`config.mk`:
```
export PLATFORM = sky130hd
export DESIGN_NAME = uart_tx_arbiter
export DESIGN_NICKNAME = d
export VERILOG_FILES = /design/src/rtl/uart_tx_arbiter.sv
export SDC_FILE = /design/constraint.sdc
export NUM_CORES = 1
export LEC_CHECK = 0
export CORE_ASPECT_RATIO = 0.6
export CORE_MARGIN = 2
export CORE_UTILIZATION = 29
export DETAILED_ROUTE_END_ITERATION = 12
export GPL_ROUTABILITY_DRIVEN = 0
export MAX_ROUTING_LAYER = met4
export SYNTH_ARGS = -nofsm -noshare
export SYNTH_HDL_FRONTEND = slang
export SYNTH_SLANG_ARGS = --single-unit
```
`constraint.sdc`:
```
create_clock -name clk -period 8.3 [get_ports clk]
set_clock_uncertainty 0.05 [all_clocks]
set_input_delay 1.66 -clock clk [delete_from_list [all_inputs] [get_ports clk]]
set_output_delay 1.66 -clock clk [all_outputs]
set_load 0.05 [all_outputs]
```
`src/rtl/uart_tx_arbiter.sv`:
```
// Round-robin arbiter sharing one UART transmitter between NUM_REQ byte producers,
// with bounded bursts. Define UART_ARB_TAG_EN to prefix each new grant with a tag byte.
module uart_tx_arbiter #(
  parameter int NUM_REQ   = 4,
  parameter int MAX_BURST = 16,
  parameter int ID_W      = 3
) (
  input  logic                 clk,
  input  logic                 rst,
  input  logic [NUM_REQ-1:0]   req_valid,
  input  logic [8*NUM_REQ-1:0] req_byte,
  output logic [NUM_REQ-1:0]   req_ready,
  output logic                 o_tx_dv,
  output logic [7:0]           o_tx_byte,
  input  logic                 i_tx_active,
  input  logic                 i_tx_done,
  output logic [ID_W-1:0]      o_grant_id,
  output logic                 o_busy,
  output logic [1:0]           dbg_state
);

  localparam int BC_W = $clog2(MAX_BURST) + 1;

  // Handshake: requester i holds req_valid[i] and its byte until req_ready[i]
  // pulses for one cycle (the SEND cycle); dropping valid earlier withdraws the byte.
  typedef enum logic [1:0] {
    IDLE = 2'd0,
    SEND = 2'd1,
    WAIT = 2'd2
`ifdef UART_ARB_TAG_EN
    ,TAG = 2'd3
`endif
  } state_t;

  state_t           state, state_n;
  logic [ID_W-1:0]  rr_ptr, rr_ptr_n;
  logic [ID_W-1:0]  grant_n;
  logic [BC_W-1:0]  burst_cnt, burst_n;
  logic             pick_valid;
  logic [ID_W-1:0]  pick_id;
  logic             dv_n;
  logic [NUM_REQ-1:0] ready_n;
  logic [7:0]       byte_n;
  logic             busy_n;
`ifdef UART_ARB_TAG_EN
  logic             tag_phase, tag_phase_n;
`endif

  assign dbg_state = state;

  // First valid requester starting at rr_ptr, wrapping at NUM_REQ.
  always_comb begin
    int idx;
    idx        = 0;
    pick_valid = 1'b0;
    pick_id    = '0;
    for (int i = 0; i < NUM_REQ; i++) begin
      idx = int'(rr_ptr) + i;
      if (idx >= NUM_REQ) idx = idx - NUM_REQ;
      if (!pick_valid && req_valid[idx]) begin
        pick_valid = 1'b1;
        pick_id    = ID_W'(idx);
      end
    end
  end

  always_comb begin
    state_n  = state;
    grant_n  = o_grant_id;
    rr_ptr_n = rr_ptr;
    burst_n  = burst_cnt;
`ifdef UART_ARB_TAG_EN
    tag_phase_n = tag_phase;
`endif
    case (state)
      IDLE: begin
        if (!i_tx_active && pick_valid) begin
          grant_n = pick_id;
          burst_n = '0;
`ifdef UART_ARB_TAG_EN
          state_n = TAG;
`else
          state_n = SEND;
`endif
        end
      end
      SEND: begin
        state_n = WAIT;
`ifdef UART_ARB_TAG_EN
        tag_phase_n = 1'b0;
`endif
      end
`ifdef UART_ARB_TAG_EN
      TAG: begin
        state_n     = WAIT;
        tag_phase_n = 1'b1;
      end
`endif
      WAIT: begin
        if (i_tx_done) begin
`ifdef UART_ARB_TAG_EN
          if (tag_phase && req_valid[o_grant_id]) begin
            state_n = SEND;
          end else if (!tag_phase && req_valid[o_grant_id] &&
                       burst_cnt < BC_W'(MAX_BURST - 1)) begin
            burst_n = burst_cnt + BC_W'(1);
            state_n = SEND;
          end else begin
            rr_ptr_n = (int'(o_grant_id) == NUM_REQ - 1) ? '0 : o_grant_id + ID_W'(1);
            state_n  = IDLE;
          end
`else
          if (req_valid[o_grant_id] && burst_cnt < BC_W'(MAX_BURST - 1)) begin
            burst_n = burst_cnt + BC_W'(1);
            state_n = SEND;
          end else begin
            rr_ptr_n = (int'(o_grant_id) == NUM_REQ - 1) ? '0 : o_grant_id + ID_W'(1);
            state_n  = IDLE;
          end
`endif
        end
      end
      default: state_n = IDLE;
    endcase

    // Outputs are registered, so they are derived from the state being entered.
    dv_n    = 1'b0;
    ready_n = '0;
    byte_n  = o_tx_byte;
    busy_n  = (state_n != IDLE);
    if (state_n == SEND) begin
      dv_n    = 1'b1;
      ready_n = NUM_REQ'(1) << grant_n;
      byte_n  = req_byte[8*int'(grant_n) +: 8];
    end
`ifdef UART_ARB_TAG_EN
    if (state_n == TAG) begin
      dv_n   = 1'b1;
      byte_n = {4'hA, 1'b0, 3'(grant_n)};
    end
`endif
  end

  always_ff @(posedge clk or posedge rst) begin
    if (rst) begin
      state      <= IDLE;
      rr_ptr     <= '0;
      burst_cnt  <= '0;
      o_grant_id <= '0;
      o_tx_dv    <= 1'b0;
      o_tx_byte  <= 8'h00;
      req_ready  <= '0;
      o_busy     <= 1'b0;
`ifdef UART_ARB_TAG_EN
      tag_phase  <= 1'b0;
`endif
    end else begin
      state      <= state_n;
      rr_ptr     <= rr_ptr_n;
      burst_cnt  <= burst_n;
      o_grant_id <= grant_n;
      o_tx_dv    <= dv_n;
      o_tx_byte  <= byte_n;
      req_ready  <= ready_n;
      o_busy     <= busy_n;
`ifdef UART_ARB_TAG_EN
      tag_phase  <= tag_phase_n;
`endif
    end
  end

endmodule

```
# Word-level counts from Yosys, hierarchy flattened
# Cells that the tools add are included.
dict set report classes {
  n_addsub 9
  order_cmp 10
  n_eq_ne 7
  shift 2
  n_mux 39
  bitwise_logic 1
  reduce_logical 14
}
# cell n
set ops {}
lappend ops {{$lt 32x4->1 const B} 4}
lappend ops {{$mux 32} 4}
lappend ops {{$shiftx 32x7->8} 1}
lappend ops {{$mux 3} 7}
lappend ops {{$mux 1} 15}
lappend ops {{$mux 5} 3}
lappend ops {{$sub 4x3->5 const B} 3}
lappend ops {{$ge 4x3->1 const B} 3}
lappend ops {{$bmux 1 s2} 5}
lappend ops {{$pmux 5 s2} 1}
lappend ops {{$add 3x2->4 const B} 2}
lappend ops {{$ne 2x2->1 const B} 3}
lappend ops {{$pmux 2 s3} 1}
lappend ops {{$add 5x1->5 const B} 1}
lappend ops {{$logic_and 1x1->1} 5}
lappend ops {{$lt 5x4->1 const B} 1}
lappend ops {{$add 3x1->4 const B} 1}
lappend ops {{$eq 2x1->1 const B} 2}
lappend ops {{$logic_not 1->1} 4}
lappend ops {{$mux 2} 2}
lappend ops {{$mux 4} 1}
lappend ops {{$reduce_and 4->1} 1}
lappend ops {{$reduce_bool 2->1} 2}
lappend ops {{$shl 1x3->4 const A} 1}
lappend ops {{9 further kinds} 9}
dict set report totals {
  ff_bits 27
  in_bits 40
  output_inout_bits 19
  wordCells 90
}

# Logic depth before layout (Yosys ltp)
# Gate-level depths: netlist (run 1).
dict set report logic_depth {
  word_depth 20
  depth_mapped 13
  depth_no_buf 9
}

# Worst setup path before layout (run 1)
# No wires, ideal clock.
dict set report synth_path {
  kind {in2reg}
  startpoint {input port req_valid[0]}
  endpoint {register o_tx_byte[1]}
  setup_time_ps 99
  arrival_ps 3306
  slack_ps 4844
  stages 10
  path_buffers 4
  path_cell_list {buf_4 -> nor4_4 -> o21ai_2 -> and2_4 -> buf_6 -> a21boi_2 -> buf_6 -> buf_8 -> o2111a_1 -> a311oi_1}
}
dict set report synth_between {
  elab_chain_cells 17
}
# item line_no
set synth_lines {}
lappend synth_lines {{start: declaration} 10} ;# input logic [NUM_REQ-1:0] req_valid,
lappend synth_lines {{$bmux 1 s2} 60} ;# if (!pick_valid && req_valid[idx]) begin
lappend synth_lines {{$mux 1 (not written as such) (2 in a row)} 60}
lappend synth_lines {{$mux 1} 60}
lappend synth_lines {{$logic_not 1->1} 60}
lappend synth_lines {{$logic_and 1x1->1} 60}
lappend synth_lines {{$mux 1} 60}
lappend synth_lines {{$logic_not 1->1} 60}
lappend synth_lines {{$logic_and 1x1->1} 60}
lappend synth_lines {{$mux 1} 60}
lappend synth_lines {{$logic_not 1->1} 60}
lappend synth_lines {{$logic_and 1x1->1} 60}
lappend synth_lines {{$mux 1} 60}
lappend synth_lines {{$logic_and 1x1->1} 77} ;# if (!i_tx_active && pick_valid) begin
lappend synth_lines {{$mux 3 or $mux 2 (tied branches)} 77}
lappend synth_lines {{$mux 3 or $pmux 2 s3 (tied branches)} 75} ;# case (state)
lappend synth_lines {{$shiftx 32x7->8 or $eq 2x1->1 (tied branches)} {134, 131}}
lappend synth_lines {{end signal: assignment} 163} ;# o_tx_byte <= byte_n;
lappend synth_lines {{end: declaration} 14} ;# output logic [7:0] o_tx_byte,
# Parallel ways exist; a longest one is shown, timed or not. The select of a mux whose other input is x is not followed.
# A chain may end at the register's enable or synchronous reset.

# Worst setup path after layout (run 1)
dict set report layout_path {
  startpoint {input port req_valid[1]}
  endpoint {register o_tx_byte[0]}
}
dict set report layout_between {
  elab_chain_cells 17
}
# item line_no
set layout_lines {}
lappend layout_lines {{$bmux 1 s2} 60}
lappend layout_lines {{$mux 1 (not written as such) (2 in a row)} 60}
lappend layout_lines {{$mux 1} 60}
lappend layout_lines {{$logic_not 1->1} 60}
lappend layout_lines {{$logic_and 1x1->1} 60}
lappend layout_lines {{$mux 1} 60}
lappend layout_lines {{$logic_not 1->1} 60}
lappend layout_lines {{$logic_and 1x1->1} 60}
lappend layout_lines {{$mux 1} 60}
lappend layout_lines {{$logic_not 1->1} 60}
lappend layout_lines {{$logic_and 1x1->1} 60}
lappend layout_lines {{$mux 1} 60}
lappend layout_lines {{$logic_and 1x1->1} 77}
lappend layout_lines {{$mux 3 (*)} 77}
lappend layout_lines {{$mux 3 (*)} 75}
lappend layout_lines {{net grant_n[0]} 37} ;# logic [ID_W-1:0] grant_n;
lappend layout_lines {{$shiftx 32x7->8 (*)} 134} ;# byte_n = req_byte[8*int'(grant_n) +: 8];
# Mark *: on every way through the listed nets, which the timed path passes. The rest lies on a longest branch. The select of a mux whose other input is x is not followed.

==> results of run 1 <==
## routing by layer
metal  share of wire, %  GRT usage, %
met5                  0             -
met4               0.23          1.22
met2                 43          19.8
met1                 50          22.1
met3                7.6          3.21
## worst register-to-register path: stages, from the launching register on
cell	delay (ns)
dfrtp_1	0.74
inv_2	0.19
ha_1	0.54
mux2i_2	0.39
mux2_2	0.24
o21ai_2	0.07
a21boi_2	0.80
inv_2	0.12
a2111oi_0	0.42
a311oi_1	0.10
## path summary, 6_finish.rpt
kind / slack [ns] / cells after the start / start / to
hold reg to reg: 0.46 / 2 / burst_cnt[4] / burst_cnt[4]
setup / recovery: 3.85 / 8 / req_valid[1] / o_tx_byte[0]
setup reg to reg: 4.49 / 9 / rr_ptr[0] / o_tx_byte[0]
min in group asynchronous: 1.90 / 2 / rst / o_tx_dv
hold / removal: 0.46 / 2 / burst_cnt[4] / burst_cnt[4]
max in group asynchronous: 5.69 / 2 / rst / o_grant_id[1]
## registers in the layout (all words and copies together), names as in the netlist
signal / cells
burst_cnt: 5
dbg_state: 2
o_busy: 1
o_grant_id: 3
o_tx_byte: 8
o_tx_dv: 1
req_ready: 4
rr_ptr: 3
## layout by cell type (no fill, tap or decap), types with 2 or more instances in the layout
cell type        netlist  final
inv_2                  4      4
nand2_1               13     13
nor3_1                 8      8
o2111a_1               7      7
mux4_2                 3      3
a221oi_1              10     10
nor2_4                 2      2
or3_1                  3      3
nand2b_1               2      2
ha_1                   4      4
a41oi_1                3      3
and2_1                 3      3
dfrtp_1               27     27
a21oi_1                7      7
inv_1                 16     16
mux2i_1               12     12
mux2_2                 2      2
nor2b_1                2      2
clkbuf_16              0      3
a32oi_1                2      2
o21ai_2                2      2
o211ai_1               7      7
a311oi_1               8      8
clkdlybuf4s50_1        0     58
nor2_1                 7      7
o21ai_0               11     11
## stage by stage
stage	hold slack (ns)	std cells	utilization (%)	setup WS (ns)	power, uW
5_1_grt	0.494	343	37.6	3.52	1110
2_1_floorplan	0.417	207	-	4.84	805
6_report	0.464	343	37.6	3.85	1030
3_5_place_dp	0.443	339	36.4	3.58	920
4_1_cts	0.460	343	37.6	3.86	1030
3_3_place_gp	0.442	339	36.4	3.67	919
## cell type report
cell class	count	area, um2	share of cell area, %
well taps	91	114	4.22
inverters	21	81.3	3.02
multi-input cells	142	1160	43.1
clock buffers	3	75.1	2.79
flip-flops and latches	27	676	25.1
repair buffers	58	581	21.5
clock inverters	1	7.51	0.279
## logic make-up (layout without fill, tap and decap cells)
logic type,after synthesis,after routing
XOR/XNOR,1,1
adder cells (fa/ha/maj),4,4
multiplexers,19,19
AND/OR/NAND/NOR,50,50
AO/OA/AOI/OAI,68,68
buffers and inverters,38,83
flip-flops,27,27
## power by group
| part | switching (uW) | internal (uW) |
|---|---|---|
| combinational | 409 | 270 |
| sequential | 60.2 | 179 |
| clock | 45.4 | 65.5 |
==> qor.csv, run 1 <==
stage,metric,value,unit
critical_path,CP max FO,18,
global_routing,overall global routing resource usage,14.4,%
final_layout,Area Growth Syn to Fin,27.4,%
critical_path,crit path cell chain,"clkdlybuf4s50_1, mux2_4, o2111ai_2, and2_4, a21boi_2, inv_2, a2111oi_0, a311oi_1",
drt,DR pass1 iterations,4,
place,Post-DP Area,2610,um2
logic_synthesis,most instantiated cells after synthesis,"dfrtp_1, inv_1, nand2_1",
critical_path,delay of the slowest cell on the worst path,0.79,ns
drt,WL per Instance,15.5,um
cts,CTS H-tree lvls,1,
logic_synthesis,"Seq/Total Area, Yosys",31.9,%
logic_synthesis,multiplexer share of the synthesized area,11.3,%
pwr,P per Cell Area,382,nW/um2
critical_path,Worst Path Required,8.35,ns
critical_path,CP Capture Type,register,
critical_path,cell class contributing the biggest share of worst-path delay,compound AO/OA/AOI/OAI gates,
global_routing,largest net degree at the start of global routing,28,
job,Max Cap Viol,0,
logic_synthesis,Synth top area share,31.9,%
cts,CTS tree,done,
logic_synthesis,ys async rst share,100,%
logic_synthesis,"EDFF count, synth",0,
drt,final wirelength,5310,um
global_routing,vias in the first global route,1699,
critical_path,critical path arrival,4.50,ns
critical_path,Crit Path Class,input port to register,
logic_synthesis,Synth area leader,dfrtp_1,
cts,# clock sinks,27,
sta,FMAX,225,MHz
global_routing,first-pass GRT wire length,8910,um
logic_synthesis,Simple-Gate Fraction of Synth Area,14.1,%
final_layout,# fillers,694,
critical_path,CP Buf/Inv Count,2,
logic_synthesis,Syn Inst Count,207,
die,I/O Pins,59,
drt,1st-iter DRT viols,226,
cts,Clock Latency Late Sink,0.26,ns
logic_synthesis,syn nets,251,
place,DP Wirelength,4060,um
final_layout,post-route cell area,2700,um2
hold_path,hold crit path type,register to register,
logic_synthesis,Most used DFF post-synth,dfrtp_1,
cts,Post-CTS Hold Fix Bufs,0,
sta,Max Slew Vio Count,0,
critical_path,type of origin of the critical path,input port,
global_routing,initial antenna violation count,0,
cts,Worst-path clk slew,0.07,ns
logic_synthesis,unique cell type count in the Yosys netlist,55,
final_layout,Nets,297,
die,Chip Width,114,um
cts,CTS Buffer Depth,2,
cts,post-CTS setup buffers,0,
die,Initial Util,29.5,%
sta,final hold vios,0,
sta,Worst Tran Pin Value,1.02,ns
logic_synthesis,post-synthesis register bit count,27,
drt,DR vias,1802,
die,CORE AREA,7180,um2
logic_synthesis,cell with the most instances after synthesis,dfrtp_1,
logic_synthesis,Syn Area/Cell,10.2,um2
cts,post-CTS sizing,0,
sta,final setup vio count,0,
sta,Slew HR,31.7,%
sta,minimum clock period,4.45,ns
drt,ANT nets after route,0,
die,Die ar.,8020,um2
logic_synthesis,largest family of logic cells by synthesized area,compound AO/OA/AOI/OAI gates,
sta,TNS Setup,0,ns
drt,vias per inst,5.25,
cts,Root Driver,clkbuf_16,
critical_path,"Slowest-stage cell, CP",a21boi_2,
sta,RSZ-0062 raised after global routing,no,
place,# port buffers,58,
logic_synthesis,adder-cell area share of the yosys netlist,2.37,%
final_layout,share of cells above drive strength 1,13.1,%
logic_synthesis,Synthesis Warnings,0,
cts,TritonCTS Buffers,3,
final_layout,n_diodes,0,
sta,Tcrit/Tclk final,53.6,%
logic_synthesis,post-synthesis compound-gate area fraction,26.7,%
pwr,Leak,0.00110,uW
logic_synthesis,Post-Syn Area,2120,um2
run_status,run status,"complete, no violations",
die,die height,70.2,um
die,row count,24,
drt,DRC viols,0,
logic_synthesis,Synth area leaders,"dfrtp_1, mux2i_1, a221oi_1, o2111a_1, a311oi_1",
logic_synthesis,Post-Synth XOR/XNOR Area,0.414,%
pwr,VDD IR max,0.000168,V
global_routing,Overflow after GRT,0,
Power figures use the tool's default switching activity.
==> run 2, diff against run 1 <==
==> constraint.sdc (replaced) <==
create_clock -name clk -period 4.07 [get_ports clk]
set_clock_uncertainty 0.05 [all_clocks]
set_input_delay 0.814 -clock clk [delete_from_list [all_inputs] [get_ports clk]]
set_output_delay 0.814 -clock clk [all_outputs]
set_load 0.05 [all_outputs]
==> run 2 against run 1 <==
Effect of this change: global-route usage fell by 0.12 points; flip-flop and latch count is the same; largest power group unchanged; largest cell class unchanged; final area is 0.84% higher; highest routed layer unchanged; critical endpoint is now o_tx_byte[4].
==> qor.csv, run 2 (synthesized netlist as in run 1, its figures left out) <==
stage,metric,value,unit
drt,DR pass1 iterations,4,
final_layout,Nets,300,
run_status,run status,"complete, no violations",
global_routing,Overflow after GRT,0,
hold_path,hold crit path type,register to register,
drt,DR vias,1810,
sta,Slew HR,31.6,%
global_routing,overall global routing resource usage,14.2,%
final_layout,Top Registers,"o_tx_byte: 8 flops, burst_cnt: 5 flops, req_ready: 4 flops",
critical_path,Crit path depth,9,
die,row count,24,
final_layout,"commonest non-fill, non-tap cell in the layout",clkdlybuf4s50_1,
sta,final hold vios,0,
critical_path,Worst R2R Path Depth,9,
sta,FMAX,288,MHz
pwr,Leak,0.00111,uW
die,Initial Util,29.5,%
critical_path,crit path cell chain,"inv_2, ha_1, mux2i_2, mux2_2, o21ai_2, a21boi_2, buf_4, mux2i_1, a311oi_1",
global_routing,first-pass GRT wire length,8770,um
sta,Hold Slack,0.461,ns
final_layout,"commonest non-fill, non-tap cells in the layout","clkdlybuf4s50_1, dfrtp_1, inv_1",
critical_path,Worst Path Required,4.18,ns
sta,Worst Tran Pin Value,1.03,ns
drt,DRC viols,0,
pwr,VDD IR max,0.000296,V
job,Max Cap Viol,0,
final_layout,post-layout util,37.9,%
sta,Max Slew Vio Count,0,
sta,final setup vio count,0,
drt,1st-iter DRT viols,157,
final_layout,Largest Register,o_tx_byte,
drt,final wirelength,5410,um
critical_path,Reg2Reg Setup Slack,0.60,ns
critical_path,cell class contributing the biggest share of worst-path delay,compound AO/OA/AOI/OAI gates,
drt,WL per Instance,15.6,um
cts,CTS tree,done,
final_layout,max reg flops,8,
critical_path,CP Capture Type,register,
critical_path,delay of the slowest cell on the worst path,0.75,ns
die,Chip Width,114,um
pwr,P per Cell Area,786,nW/um2
critical_path,CP Buf/Inv Count,2,
cts,post-CTS sizing,0,
cts,CTS Buffer Depth,2,
critical_path,r2r startpoint,rr_ptr[0],
drt,vias per inst,5.23,
critical_path,critical path arrival,3.58,ns
cts,Clock Latency Late Sink,0.26,ns
critical_path,CP max FO,17,
die,I/O Pins,59,
cts,Worst-path clk slew,0.07,ns
die,Die ar.,8020,um2
cts,# clock sinks,27,
sta,RSZ-0062 raised after global routing,no,
drt,ANT nets after route,0,
place,DP Wirelength,4120,um
critical_path,Crit Path Class,register to register,
final_layout,n_diodes,0,
critical_path,type of origin of the critical path,register,
sta,minimum clock period,3.47,ns
critical_path,CP startpoint,rr_ptr[0],
global_routing,vias in the first global route,1710,
sta,TNS Setup,0,ns
die,die height,70.2,um
cts,post-CTS setup buffers,0,
cts,Post-CTS Hold Fix Bufs,0,
cts,TritonCTS Buffers,3,
cts,CTS H-tree lvls,1,
critical_path,r2r endpoint,o_tx_byte[4],
final_layout,Area Growth Syn to Fin,28.4,%
critical_path,"Slowest-stage cell, CP",dfrtp_1,
cts,Root Driver,clkbuf_16,
final_layout,share of cells above drive strength 1,14.1,%
critical_path,critical path endpoint,o_tx_byte[4],
global_routing,largest net degree at the start of global routing,28,
sta,Tcrit/Tclk final,85.3,%
place,# port buffers,58,
global_routing,initial antenna violation count,0,
die,CORE AREA,7180,um2
==> run 2: how the worst min path moves through the flow <==
stage                  from           end  slack, ns  depth (start not counted)
2_1_floorplan  burst_cnt[4]  burst_cnt[4]       0.42                          2
3_3_place_gp   burst_cnt[4]  burst_cnt[4]       0.44                          2
3_5_place_dp   burst_cnt[4]  burst_cnt[4]       0.45                          2
4_1_cts        burst_cnt[4]  burst_cnt[4]       0.46                          2
5_1_grt        burst_cnt[4]  burst_cnt[4]       0.51                          2
6_report       burst_cnt[4]  burst_cnt[4]       0.46                          2
==> run 2: power breakdown <==
part / switching [uW] / internal, uW / leakage (uW)
sequential: 127 / 366 / 0.000349
combinational: 842 / 572 / 0.000727
clock: 95.3 / 134 / 0.0000371
==> run 2: routing by layer <==
metal / GRT usage (%) / wire [um] / up-vias
li1: - / - / 887
met1: 21.8 / 2900 / 849
met2: 19.6 / 2180 / 72
met3: 2.78 / 319 / 2
met4: 2.03 / 19 / 0
met5: - / 0 / -
==> run 2: through the flow <==
stage          cells  total power [uW]  worst slack, ns  instance area [um2]
2_1_floorplan    207              1640             1.41                 2120
3_3_place_gp     342              1900            0.581                 2640
3_5_place_dp     342              1900            0.542                 2640
4_1_cts          346              2140            0.648                 2720
5_1_grt          346              2280            0.341                 2720
6_report         346              2140            0.598                 2720
==> run 2: final cells by class <==
cell class                 instances  area, um2
timing repair buffer              61        603
fill                             710       4460
clock inverter                     1       7.51
clock buffer                       3       75.1
sequential                        27        676
tap                               91        114
multi-input combinational        142       1160
inverter                          21       81.3
==> run 2: tightest hold or removal path, cell delays in order (launching register included) <==
cell and delay [ns]:
dfrtp_1 0.35, a41oi_1 0.05, nor2_1 0.08
